===== src/rtl/mem_access_unit_pkg.sv =====
// Shared definitions for the memory-stage access controller.
//   mem_control_t  : funct3 size/sign encodings of loads and stores
//   RESULT_SRC_MEM : result-select value that marks a load
//   mem_state_t    : access FSM states
//   access_size_t  : decoded access width, plus lane helper functions
package mem_access_unit_pkg;

    typedef enum logic [2:0] {
        MEM_B  = 3'b000,
        MEM_H  = 3'b001,
        MEM_W  = 3'b010,
        MEM_BU = 3'b100,
        MEM_HU = 3'b101
    } mem_control_t;

    localparam logic [1:0] RESULT_SRC_MEM = 2'b01;

    typedef enum logic [1:0] {
        IDLE = 2'b00,
        BUSY = 2'b01,
        DONE = 2'b10
    } mem_state_t;

    typedef enum logic [1:0] {
        SizeByte,
        SizeHalf,
        SizeWord
    } access_size_t;

    // Unused funct3 codes fall through to a word access.
    function automatic access_size_t access_size(logic [2:0] funct3);
        case (funct3)
            MEM_B, MEM_BU: return SizeByte;
            MEM_H, MEM_HU: return SizeHalf;
            default:       return SizeWord;
        endcase
    endfunction

    function automatic logic is_misaligned(logic [2:0] funct3, logic [1:0] offset);
        case (access_size(funct3))
            SizeHalf: return offset[0];
            SizeWord: return |offset;
            default:  return 1'b0;
        endcase
    endfunction

    // Halves look at offset[1] only and words ignore the offset, so the
    // misaligned low bits are dropped when trapping is disabled.
    function automatic logic [3:0] lane_byte_en(logic [2:0] funct3, logic [1:0] offset);
        case (access_size(funct3))
            SizeByte: return 4'b0001 << offset;
            SizeHalf: return offset[1] ? 4'b1100 : 4'b0011;
            default:  return 4'b1111;
        endcase
    endfunction

    // Store data is replicated across all lanes; Byte_En picks the live one.
    function automatic logic [31:0] lane_w_data(logic [2:0] funct3, logic [31:0] data);
        case (access_size(funct3))
            SizeByte: return {4{data[7:0]}};
            SizeHalf: return {2{data[15:0]}};
            default:  return data;
        endcase
    endfunction

endpackage


===== src/rtl/mem_access_unit_if.sv =====
// Data-memory request/acknowledge port.
//   master : driven by mem_access_unit (Req, We, Addr, Byte_En, W_Data out;
//            R_Data, Ack in)
//   slave  : the memory side of the same signals
interface mem_access_unit_if #(
    parameter int unsigned ADDR_W = 32
);
    logic              DMEM_Req;
    logic              DMEM_We;
    logic [ADDR_W-1:0] DMEM_Addr;
    logic [3:0]        DMEM_Byte_En;
    logic [31:0]       DMEM_W_Data;
    logic [31:0]       DMEM_R_Data;
    logic              DMEM_Ack;

    modport master (
        output DMEM_Req, DMEM_We, DMEM_Addr, DMEM_Byte_En, DMEM_W_Data,
        input  DMEM_R_Data, DMEM_Ack
    );

    modport slave (
        input  DMEM_Req, DMEM_We, DMEM_Addr, DMEM_Byte_En, DMEM_W_Data,
        output DMEM_R_Data, DMEM_Ack
    );
endinterface


===== src/rtl/mem_access_unit_load_extender.sv =====
// Load lane select and sign/zero extension (purely combinational).
//   r_data_i      : read word from data memory
//   offset_i      : registered byte address bits [1:0]
//   mem_control_i : registered funct3 size/sign code
//   load_data_o   : extended load result
module mem_access_unit_load_extender
    import mem_access_unit_pkg::*;
(
    input  logic [31:0] r_data_i,
    input  logic [1:0]  offset_i,
    input  logic [2:0]  mem_control_i,
    output logic [31:0] load_data_o
);

    logic [7:0]  byte_sel;
    logic [15:0] half_sel;
    logic        sign_ext;

    always_comb begin
        byte_sel = 8'h00;
        case (offset_i)
            2'd0:    byte_sel = r_data_i[7:0];
            2'd1:    byte_sel = r_data_i[15:8];
            2'd2:    byte_sel = r_data_i[23:16];
            default: byte_sel = r_data_i[31:24];
        endcase
        half_sel = offset_i[1] ? r_data_i[31:16] : r_data_i[15:0];
        sign_ext = (mem_control_i != MEM_BU) && (mem_control_i != MEM_HU);

        case (access_size(mem_control_i))
            SizeByte: load_data_o = {{24{sign_ext & byte_sel[7]}}, byte_sel};
            SizeHalf: load_data_o = {{16{sign_ext & half_sel[15]}}, half_sel};
            default:  load_data_o = r_data_i;
        endcase
    end

endmodule


===== src/rtl/mem_access_unit.sv =====
// Memory-stage access controller. Turns the EX/MEM memory controls into one
// request/acknowledge transaction on the data-memory port, builds lane enables
// and aligned store data, extends load data and stalls the pipeline while the
// transaction is outstanding.
//
// Ports:
//   CLK, RST          : clock, asynchronous active-high reset
//   MEM_W_En_M        : store request
//   Result_Src_Sel_M  : result select; RESULT_SRC_MEM marks a load
//   MEM_Control_M     : funct3 size/sign
//   ALU_Out_M         : effective byte address
//   REG_R_Data2_M     : unaligned store data
//   dmem              : data-memory port (master side)
//   MEM_R_Data_M      : load register, valid from DONE onward
//   Stall_M           : freeze the upstream pipeline
//   Misaligned_M      : misaligned access flag
//
// Build option: define MISALIGN_TRAP_EN to suppress misaligned half/word
// accesses and raise Misaligned_M; otherwise offending low address bits are
// ignored and Misaligned_M is tied low.
module mem_access_unit
    import mem_access_unit_pkg::*;
#(
    parameter int unsigned ADDR_W = 32  // must not exceed 32
)(
    input  logic                      CLK,
    input  logic                      RST,
    input  logic                      MEM_W_En_M,
    input  logic [1:0]                Result_Src_Sel_M,
    input  logic [2:0]                MEM_Control_M,
    input  logic [31:0]               ALU_Out_M,
    input  logic [31:0]               REG_R_Data2_M,
    mem_access_unit_if.master         dmem,
    output logic [31:0]               MEM_R_Data_M,
    output logic                      Stall_M,
    output logic                      Misaligned_M
);

    mem_state_t        state_q, state_d;
    logic              access;
    logic              suppress;
    logic              start;

    logic              we_q;
    logic [ADDR_W-1:0] addr_q;
    logic [3:0]        be_q;
    logic [31:0]       wdata_q;
    logic [1:0]        off_q;
    logic [2:0]        ctrl_q;
    logic [31:0]       load_q;
    logic [31:0]       load_ext;

    logic              req;
    logic              we;
    logic [ADDR_W-1:0] addr;
    logic [3:0]        byte_en;
    logic [31:0]       w_data;

    // A store with the load select also set is still a store: we_q follows
    // MEM_W_En_M alone.
    assign access = MEM_W_En_M | (Result_Src_Sel_M == RESULT_SRC_MEM);

`ifdef MISALIGN_TRAP_EN
    assign suppress = access & is_misaligned(MEM_Control_M, ALU_Out_M[1:0]);
`else
    assign suppress = 1'b0;
`endif

    assign start        = (state_q == IDLE) & access & ~suppress;
    assign Misaligned_M = (state_q == IDLE) & suppress;

    // State register.
    always_ff @(posedge CLK or posedge RST) begin
        if (RST) begin
            state_q <= IDLE;
        end else begin
            state_q <= state_d;
        end
    end

    // Next state. Ack outside BUSY is ignored.
    always_comb begin
        state_d = state_q;
        case (state_q)
            IDLE:    if (access && !suppress) state_d = BUSY;
            BUSY:    if (dmem.DMEM_Ack)       state_d = DONE;
            DONE:    state_d = IDLE;
            default: state_d = IDLE;
        endcase
    end

    // Outputs. The bus is quiet outside BUSY; the IDLE stall term is
    // combinational so the access freezes the pipeline in its first cycle.
    always_comb begin
        req     = 1'b0;
        we      = 1'b0;
        addr    = '0;
        byte_en = 4'b0000;
        w_data  = 32'h0;
        Stall_M = 1'b0;
        case (state_q)
            IDLE: Stall_M = access & ~suppress;
            BUSY: begin
                req     = 1'b1;
                we      = we_q;
                addr    = addr_q;
                byte_en = be_q;
                w_data  = wdata_q;
                Stall_M = 1'b1;
            end
            default: ;
        endcase
    end

    assign dmem.DMEM_Req     = req;
    assign dmem.DMEM_We      = we;
    assign dmem.DMEM_Addr    = addr;
    assign dmem.DMEM_Byte_En = byte_en;
    assign dmem.DMEM_W_Data  = w_data;

    // Request register, loaded as the FSM leaves IDLE so the bus stays stable
    // for the whole BUSY phase.
    always_ff @(posedge CLK or posedge RST) begin
        if (RST) begin
            we_q    <= 1'b0;
            addr_q  <= '0;
            be_q    <= 4'b0000;
            wdata_q <= 32'h0;
            off_q   <= 2'b00;
            ctrl_q  <= 3'b000;
        end else if (start) begin
            we_q    <= MEM_W_En_M;
            addr_q  <= {ALU_Out_M[ADDR_W-1:2], 2'b00};
            be_q    <= lane_byte_en(MEM_Control_M, ALU_Out_M[1:0]);
            wdata_q <= lane_w_data(MEM_Control_M, REG_R_Data2_M);
            off_q   <= ALU_Out_M[1:0];
            ctrl_q  <= MEM_Control_M;
        end
    end

    mem_access_unit_load_extender load_extender (
        .r_data_i      (dmem.DMEM_R_Data),
        .offset_i      (off_q),
        .mem_control_i (ctrl_q),
        .load_data_o   (load_ext)
    );

    // Load register: only a completed load updates it.
    always_ff @(posedge CLK or posedge RST) begin
        if (RST) begin
            load_q <= 32'h0;
        end else if ((state_q == BUSY) && dmem.DMEM_Ack && !we_q) begin
            load_q <= load_ext;
        end
    end

    assign MEM_R_Data_M = load_q;

endmodule


===== src/flat_wrapper.sv =====
// flat-port wrapper written by rule: the top's interface ports become plain ports
module mem_access_unit_flat import mem_access_unit_pkg::*;
#(
    parameter int unsigned ADDR_W = 32                       
)
  (CLK, RST, MEM_W_En_M, Result_Src_Sel_M, MEM_Control_M, ALU_Out_M, REG_R_Data2_M, MEM_R_Data_M, Stall_M, Misaligned_M, dmem_DMEM_Req, dmem_DMEM_We, dmem_DMEM_Addr, dmem_DMEM_Byte_En, dmem_DMEM_W_Data, dmem_DMEM_R_Data, dmem_DMEM_Ack);
  mem_access_unit_if #(.ADDR_W(ADDR_W)) dmem_i ();
  input  logic CLK;
  input  logic RST;
  input  logic MEM_W_En_M;
  input  logic [1:0] Result_Src_Sel_M;
  input  logic [2:0] MEM_Control_M;
  input  logic [31:0] ALU_Out_M;
  input  logic [31:0] REG_R_Data2_M;
  output logic [31:0] MEM_R_Data_M;
  output logic Stall_M;
  output logic Misaligned_M;
  output wire logic [$bits(dmem_i.DMEM_Req)-1:0] dmem_DMEM_Req;
  output wire logic [$bits(dmem_i.DMEM_We)-1:0] dmem_DMEM_We;
  output wire logic [$bits(dmem_i.DMEM_Addr)-1:0] dmem_DMEM_Addr;
  output wire logic [$bits(dmem_i.DMEM_Byte_En)-1:0] dmem_DMEM_Byte_En;
  output wire logic [$bits(dmem_i.DMEM_W_Data)-1:0] dmem_DMEM_W_Data;
  input wire logic [$bits(dmem_i.DMEM_R_Data)-1:0] dmem_DMEM_R_Data;
  input wire logic [$bits(dmem_i.DMEM_Ack)-1:0] dmem_DMEM_Ack;
  assign dmem_DMEM_Req = dmem_i.DMEM_Req;
  assign dmem_DMEM_We = dmem_i.DMEM_We;
  assign dmem_DMEM_Addr = dmem_i.DMEM_Addr;
  assign dmem_DMEM_Byte_En = dmem_i.DMEM_Byte_En;
  assign dmem_DMEM_W_Data = dmem_i.DMEM_W_Data;
  assign dmem_i.DMEM_R_Data = dmem_DMEM_R_Data;
  assign dmem_i.DMEM_Ack = dmem_DMEM_Ack;
  mem_access_unit #(.ADDR_W(ADDR_W)) u_core (.CLK(CLK), .RST(RST), .MEM_W_En_M(MEM_W_En_M), .Result_Src_Sel_M(Result_Src_Sel_M), .MEM_Control_M(MEM_Control_M), .ALU_Out_M(ALU_Out_M), .REG_R_Data2_M(REG_R_Data2_M), .dmem(dmem_i), .MEM_R_Data_M(MEM_R_Data_M), .Stall_M(Stall_M), .Misaligned_M(Misaligned_M));
endmodule

===== config.mk =====
export PLATFORM = sky130hd
export DESIGN_NAME = mem_access_unit_flat
export DESIGN_NICKNAME = d
export VERILOG_FILES = /design/src/rtl/mem_access_unit_pkg.sv /design/src/rtl/mem_access_unit_if.sv /design/src/rtl/mem_access_unit_load_extender.sv /design/src/rtl/mem_access_unit.sv /design/src/flat_wrapper.sv
export SDC_FILE = /design/constraint.sdc
export NUM_CORES = 1
export LEC_CHECK = 0
export BUFFER_PORTS_ARGS = -buffer_cell sky130_fd_sc_hd__buf_2
export CORE_MARGIN = 2
export CORE_UTILIZATION = 35
export DETAILED_ROUTE_END_ITERATION = 10
export HOLD_SLACK_MARGIN = 0.08
export PLACE_DENSITY = 0.61
export SETUP_SLACK_MARGIN = 0.5
export SLEW_MARGIN = 20
export SYNTH_ARGS = -nofsm -noshare
export SYNTH_HDL_FRONTEND = slang
export SYNTH_SLANG_ARGS = --single-unit

===== constraint.sdc =====
create_clock -name CLK -period 4.8 [get_ports CLK]
set_input_delay 0.72 -clock CLK [delete_from_list [all_inputs] [get_ports CLK]]
set_output_delay 0.72 -clock CLK [all_outputs]
set_load 0.02 [all_outputs]

After elaboration in Yosys (flattened, before gate mapping)
Cells that the tools add are included.
{ "word_totals": {"reg_bits": 106, "inputBits": 105, "output_inout_bits": 104, "wordCells": 62} }
{ "op_classes": {"eq_ne": 16, "shift": 1, "n_mux": 18, "bitwise": 4, "n_reduce_logical": 15} }
{ "op_table": {"columns": ["cell", "n"], "rows": [
  ["$pmux W32 S2", 2],
  ["$mux W32", 2],
  ["$pmux W8 S3", 1],
  ["$mux W16", 1],
  ["$eq A3 B3 Y1 const B", 4],
  ["$pmux W2 S2", 3],
  ["$eq A2 B1 Y1 const B", 5],
  ["$logic_not A2 Y1", 4],
  ["$mux W4", 2],
  ["$pmux W4 S2", 1],
  ["$reduce_or A2 Y1", 4],
  ["$eq A3 B1 Y1 const B", 2],
  ["$logic_not A3 Y1", 2],
  ["$mux W2", 3],
  ["$ne A3 B3 Y1 const B", 2],
  ["$shl A1 B2 Y4 const A", 1],
  ["$and A1 B1 Y1", 3],
  ["$logic_and A1 B1 Y1", 3],
  ["$eq A2 B2 Y1 const B", 1],
  ["$mux W1", 2],
  ["$ne A2 B1 Y1 const B", 1],
  ["$ne A2 B2 Y1 const B", 1],
  ["$pmux W1 S2", 1],
  ["$reduce_and A2 Y1", 1],
  ["other kinds (2)", 2]
]} }

Longest topological paths before layout
{ "logic_depth": {"word_depth": 6, "mapped_depth": 6, "depth_no_buf": 4} }

Hierarchy
A second synthesis with hierarchy kept.
{ "unflattened": {"cells_unflattened": 460, "area_unflattened_um2": 5672.9} }
{ "modules_own_cells": {"columns": ["mod", "n_inst", "cells_each", "area_per_inst_um2", "seq_area_each_um2"], "rows": [
  ["mem_access_unit", 1, 363, 4901.0, 2652.5],
  ["mem_access_unit_load_extender", 1, 97, 772.0, 0.0]
]} }

Worst setup path before layout
No wires, ideal clock.
{ "synth_timing": {"path_type": "input-to-output", "from": "input Result_Src_Sel_M[0]", "to": "output Stall_M", "arrival_ns": 1.564, "required_ns": 4.080, "path_slack_ns": 2.516, "stages": 5, "path_buffers": 2, "path_cell_list": "nor2b_1 > o21ai_1 > buf_2 > buf_2 > nand2_1"} }
{ "synth_between": {"elab_chain_cells": 3} }
{ "synth_rtl": {"columns": ["element", "line_no", "rtl"], "rows": [
  ["start, declared", "flat_wrapper.sv:11", "input logic [1:0] Result_Src_Sel_M;"],
  ["$eq A2 B1 Y1", "mem_access_unit.sv:61", "assign access = MEM_W_En_M | (Result_Src_Sel_M == RESULT_SRC_MEM);"],
  ["$or A1 B1 Y1", "mem_access_unit.sv:61", null],
  ["$pmux W1 S2", "mem_access_unit.sv:101", "case (state_q)"],
  ["end, declared", "flat_wrapper.sv:16", "output logic Stall_M;"]
]} }
Every way passes these cells.

Worst setup path in the final report
{ "layout_timing": {"from": "register u_core.state_q[1]", "to": "output dmem_DMEM_Addr[17]"} }
{ "layout_between": {"elab_chain_cells": 2} }
{ "layout_rtl": {"columns": ["element", "line_no", "rtl"], "rows": [
  ["start, declared", "mem_access_unit.sv:39", "mem_state_t state_q, state_d;"],
  ["start signal, assigned", "mem_access_unit.sv:77", "state_q <= state_d;"],
  ["$eq A2 B1 Y1", "mem_access_unit.sv:101", null],
  ["$mux W32", "mem_access_unit.sv:101", null],
  ["end, declared", "flat_wrapper.sv:20", "output wire logic [$bits(dmem_i.DMEM_Addr)-1:0] dmem_DMEM_Addr;"]
]} }
Every way passes these cells.

==> out/metrics.csv <==
metric,value,unit
ys_warn_count,0,
n_antenna_cell,0,
numPortBuffers,205,
grt-ovfl-total,0,
final_max_slew_viol_count,0,
yosysUniqueCellTypes,43,
firstDrtPassIters,4,
wl_met3,1.03,mm
first_global_vias,4537,
drc,0,
routed_wl,15.3,mm
wl_met1,6.82,mm
drive_above_1_share,41.0,%
die_x,129,um
final.min_clock_period,3.02,ns
grtUsageTotal,18.4,%
tightestPinTransition,0.902,ns
vias,4564,
async_reset_ff_share,100,%
insertion_delay,0.35,ns
finalNonFillerCells,930,
fin_area,6910,um2
fin_worst_skew,0.00829,ns
core_region_area,15300,um2
ys.flop_type,dfrtp_1,
fillers,1454,
ant_nets,0,
r2r_cells,4,
critPathKind,reg -> out,
grt_start_max_net_pins,86,
p_per_area,675,nW/um2
leakage,3.33,nW
post-place-cells,914,
fmax,331,MHz
placed_area,6610,um2
cp-start-kind,register,
synth_area_per_cell,10.2,um2
arrival,2.30,ns
vdd_ir_drop_max,0.409,mV
antenna_found_initial,0,
die_h,129,um
synth_edf_count,0,
ios,209,
rows,45,
cts.sinks,106,
cp.required,4.08,ns
hold_class,reg -> reg,
crit_path_end_kind,output port,
tritoncts,done,
finalCritPeriodShare,63.0,%
highest_layer,met4,
run_status,"finished, final reports clean",
seq_area_frac_synth,48.4,%
critPathMaxFanout,39,
clock_path_buffers,2,
cts_made_buffers,9,
dp_hpwl,11.1,mm
synth_area,5480,um2
slew_headroom,39.9,%
max_cap_viol_count,0,
synth-seq-cells,106,
whs_path_depth,2,
area_growth,26.3,%
final-setup-viol-count,0,
finalNetCount,819,
setup_tns,0,ns
initial_core_util,35.9,%
htree_levels,3,
dr_wl_met2,7.26,mm
cts_hold_repair.buffers,0,
cts_resized,0,
post_cts_buffers,0,
cts-root-buf,clkbuf_16,
grt_first_pass_wirelength,23.8,mm
gp_routability_congestion,0.881,
power,4.67,mW
avgViaCountPerCell,4.91,
wl_per_cell,16.5,um
drt_iter0_drc,212,
netlist_instances,535,
hold_viol_final,0,
die_area,16700,um2
cts.clk_slew.worst_paths,0.07,ns
rsz0062_at_grt,no,
## critical path: stages, from the launching register on
cell	delay [ns]
dfrtp_1	0.40
nand2b_1	0.18
inv_1	0.58
buf_4	0.43
and2_1	0.18
buf_2	0.17
## through the flow
stage | util, % | setup slack [ns] | hold slack (ns)
finish | 45.3 | 1.78 | 0.475
global route | 45.3 | 1.55 | 0.497
CTS | 45.3 | 1.74 | 0.479
detailed placement | 43.3 | 2.02 | 0.463
global placement | 43.3 | 2.07 | 0.458
floorplan | - | 1.29 | 0.442
## cells in the final DEF (no fill, tap or decap), types with 2 or more instances in the layout
cell        netlist  layout
a21oi_1          47      47
mux2_1            2       2
nand3b_1          7       7
a211oi_1          2       2
o21ai_2          11      11
conb_1            1       3
o31ai_1           6       6
or3_1             7       7
buf_4             7       5
nand2b_1          9       9
buf_2            14     205
clkinvlp_4        0       2
and2_1           68      68
nor3_2            2       2
o211ai_1         12      12
o21ai_0          39      39
mux2i_1          33      33
nand2_1          49      49
mux2_2           40      40
o21ai_1           9       8
nor2_1           10      10
dfrtp_1         106     106
o21ba_2           6       6
and3_1            4       4
inv_1             4       3
clkbuf_16         0       9
## layer usage
| layer | GRT usage (%) | up-vias |
|---|---|---|
| li1 | - | 2206 |
| met1 | 24.1 | 2178 |
| met2 | 30.0 | 163 |
| met3 | 5.16 | 17 |
| met4 | 5.12 | 0 |
| met5 | 0 | - |
## registers in the layout, summed over array words and instances (netlist names)
name,cells
u_core.MEM_R_Data_M,32
u_core.wdata_q,32
u_core.be_q,4
u_core.addr_q,30
u_core.ctrl_q,3
u_core.off_q,2
u_core.state_q,2
u_core.we_q,1
## path summary, 6_finish.rpt
path                                                     start                             endpoint  slack (ns)
min in group asynchronous                                  RST        u_core.addr_q[13]$_DFFE_PP0P_        0.57
worst min register to register  u_core.wdata_q[29]$_DFFE_PP0P_       u_core.wdata_q[29]$_DFFE_PP0P_        0.48
worst max register to register     u_core.off_q[1]$_DFFE_PP0P_  u_core.MEM_R_Data_M[29]$_DFFE_PP0P_        2.45
worst max-delay path             u_core.state_q[1]$_DFFE_PP0P_                   dmem_DMEM_Addr[17]        1.78
worst min-delay path            u_core.wdata_q[29]$_DFFE_PP0P_       u_core.wdata_q[29]$_DFFE_PP0P_        0.48
max in group asynchronous                                  RST       u_core.wdata_q[16]$_DFFE_PP0P_        3.23
## cell families (layout without fill, tap and decap cells)
logic type	count (synthesis)	after routing	share of synthesized area, %
AOI/OAI and AO/OA	138	138	15.4
buffers and inverters	49	231	4.30
DFF	106	106	48.4
muxes	76	76	14.9
other	1	3	0.0685
and+or+nand+nor	165	165	16.8
## where the power goes
group	total (mW)	leakage, nW	switching [mW]	internal, mW
clock	0.758	0.141	0.347	0.411
sequential	1.65	1.26	0.311	1.34
combinational	2.26	1.93	1.36	0.895
total	4.67	3.33	2.02	2.65
## synth_stat cells, types with 10 or more instances
| cell | instances | area, um2 |
|---|---|---|
| a21oi_1 | 47 | 235 |
| and2_1 | 68 | 425 |
| nor2_1 | 10 | 37.5 |
| nand2_1 | 49 | 184 |
| mux2i_1 | 33 | 330 |
| mux2_2 | 40 | 450 |
| o21ai_2 | 11 | 96.3 |
| o21ai_0 | 39 | 195 |
| clkbuf_1 | 20 | 75.1 |
| buf_2 | 14 | 70.1 |
| o211ai_1 | 12 | 90.1 |
| dfrtp_1 | 106 | 2650 |
## cell type report
| type | instances | area, um2 | area share, % |
|---|---|---|---|
| Inverter | 5 | 21.3 | 0.308 |
| Clock inverter | 6 | 73.8 | 1.07 |
| Clock buffer | 10 | 229 | 3.31 |
| Multi-Input combinational cell | 382 | 2610 | 37.7 |
| Timing Repair Buffer | 210 | 1060 | 15.4 |
| Tap cell | 211 | 264 | 3.82 |
| Sequential cell | 106 | 2650 | 38.4 |
Note: power is estimated with default switching activity, not from simulation.
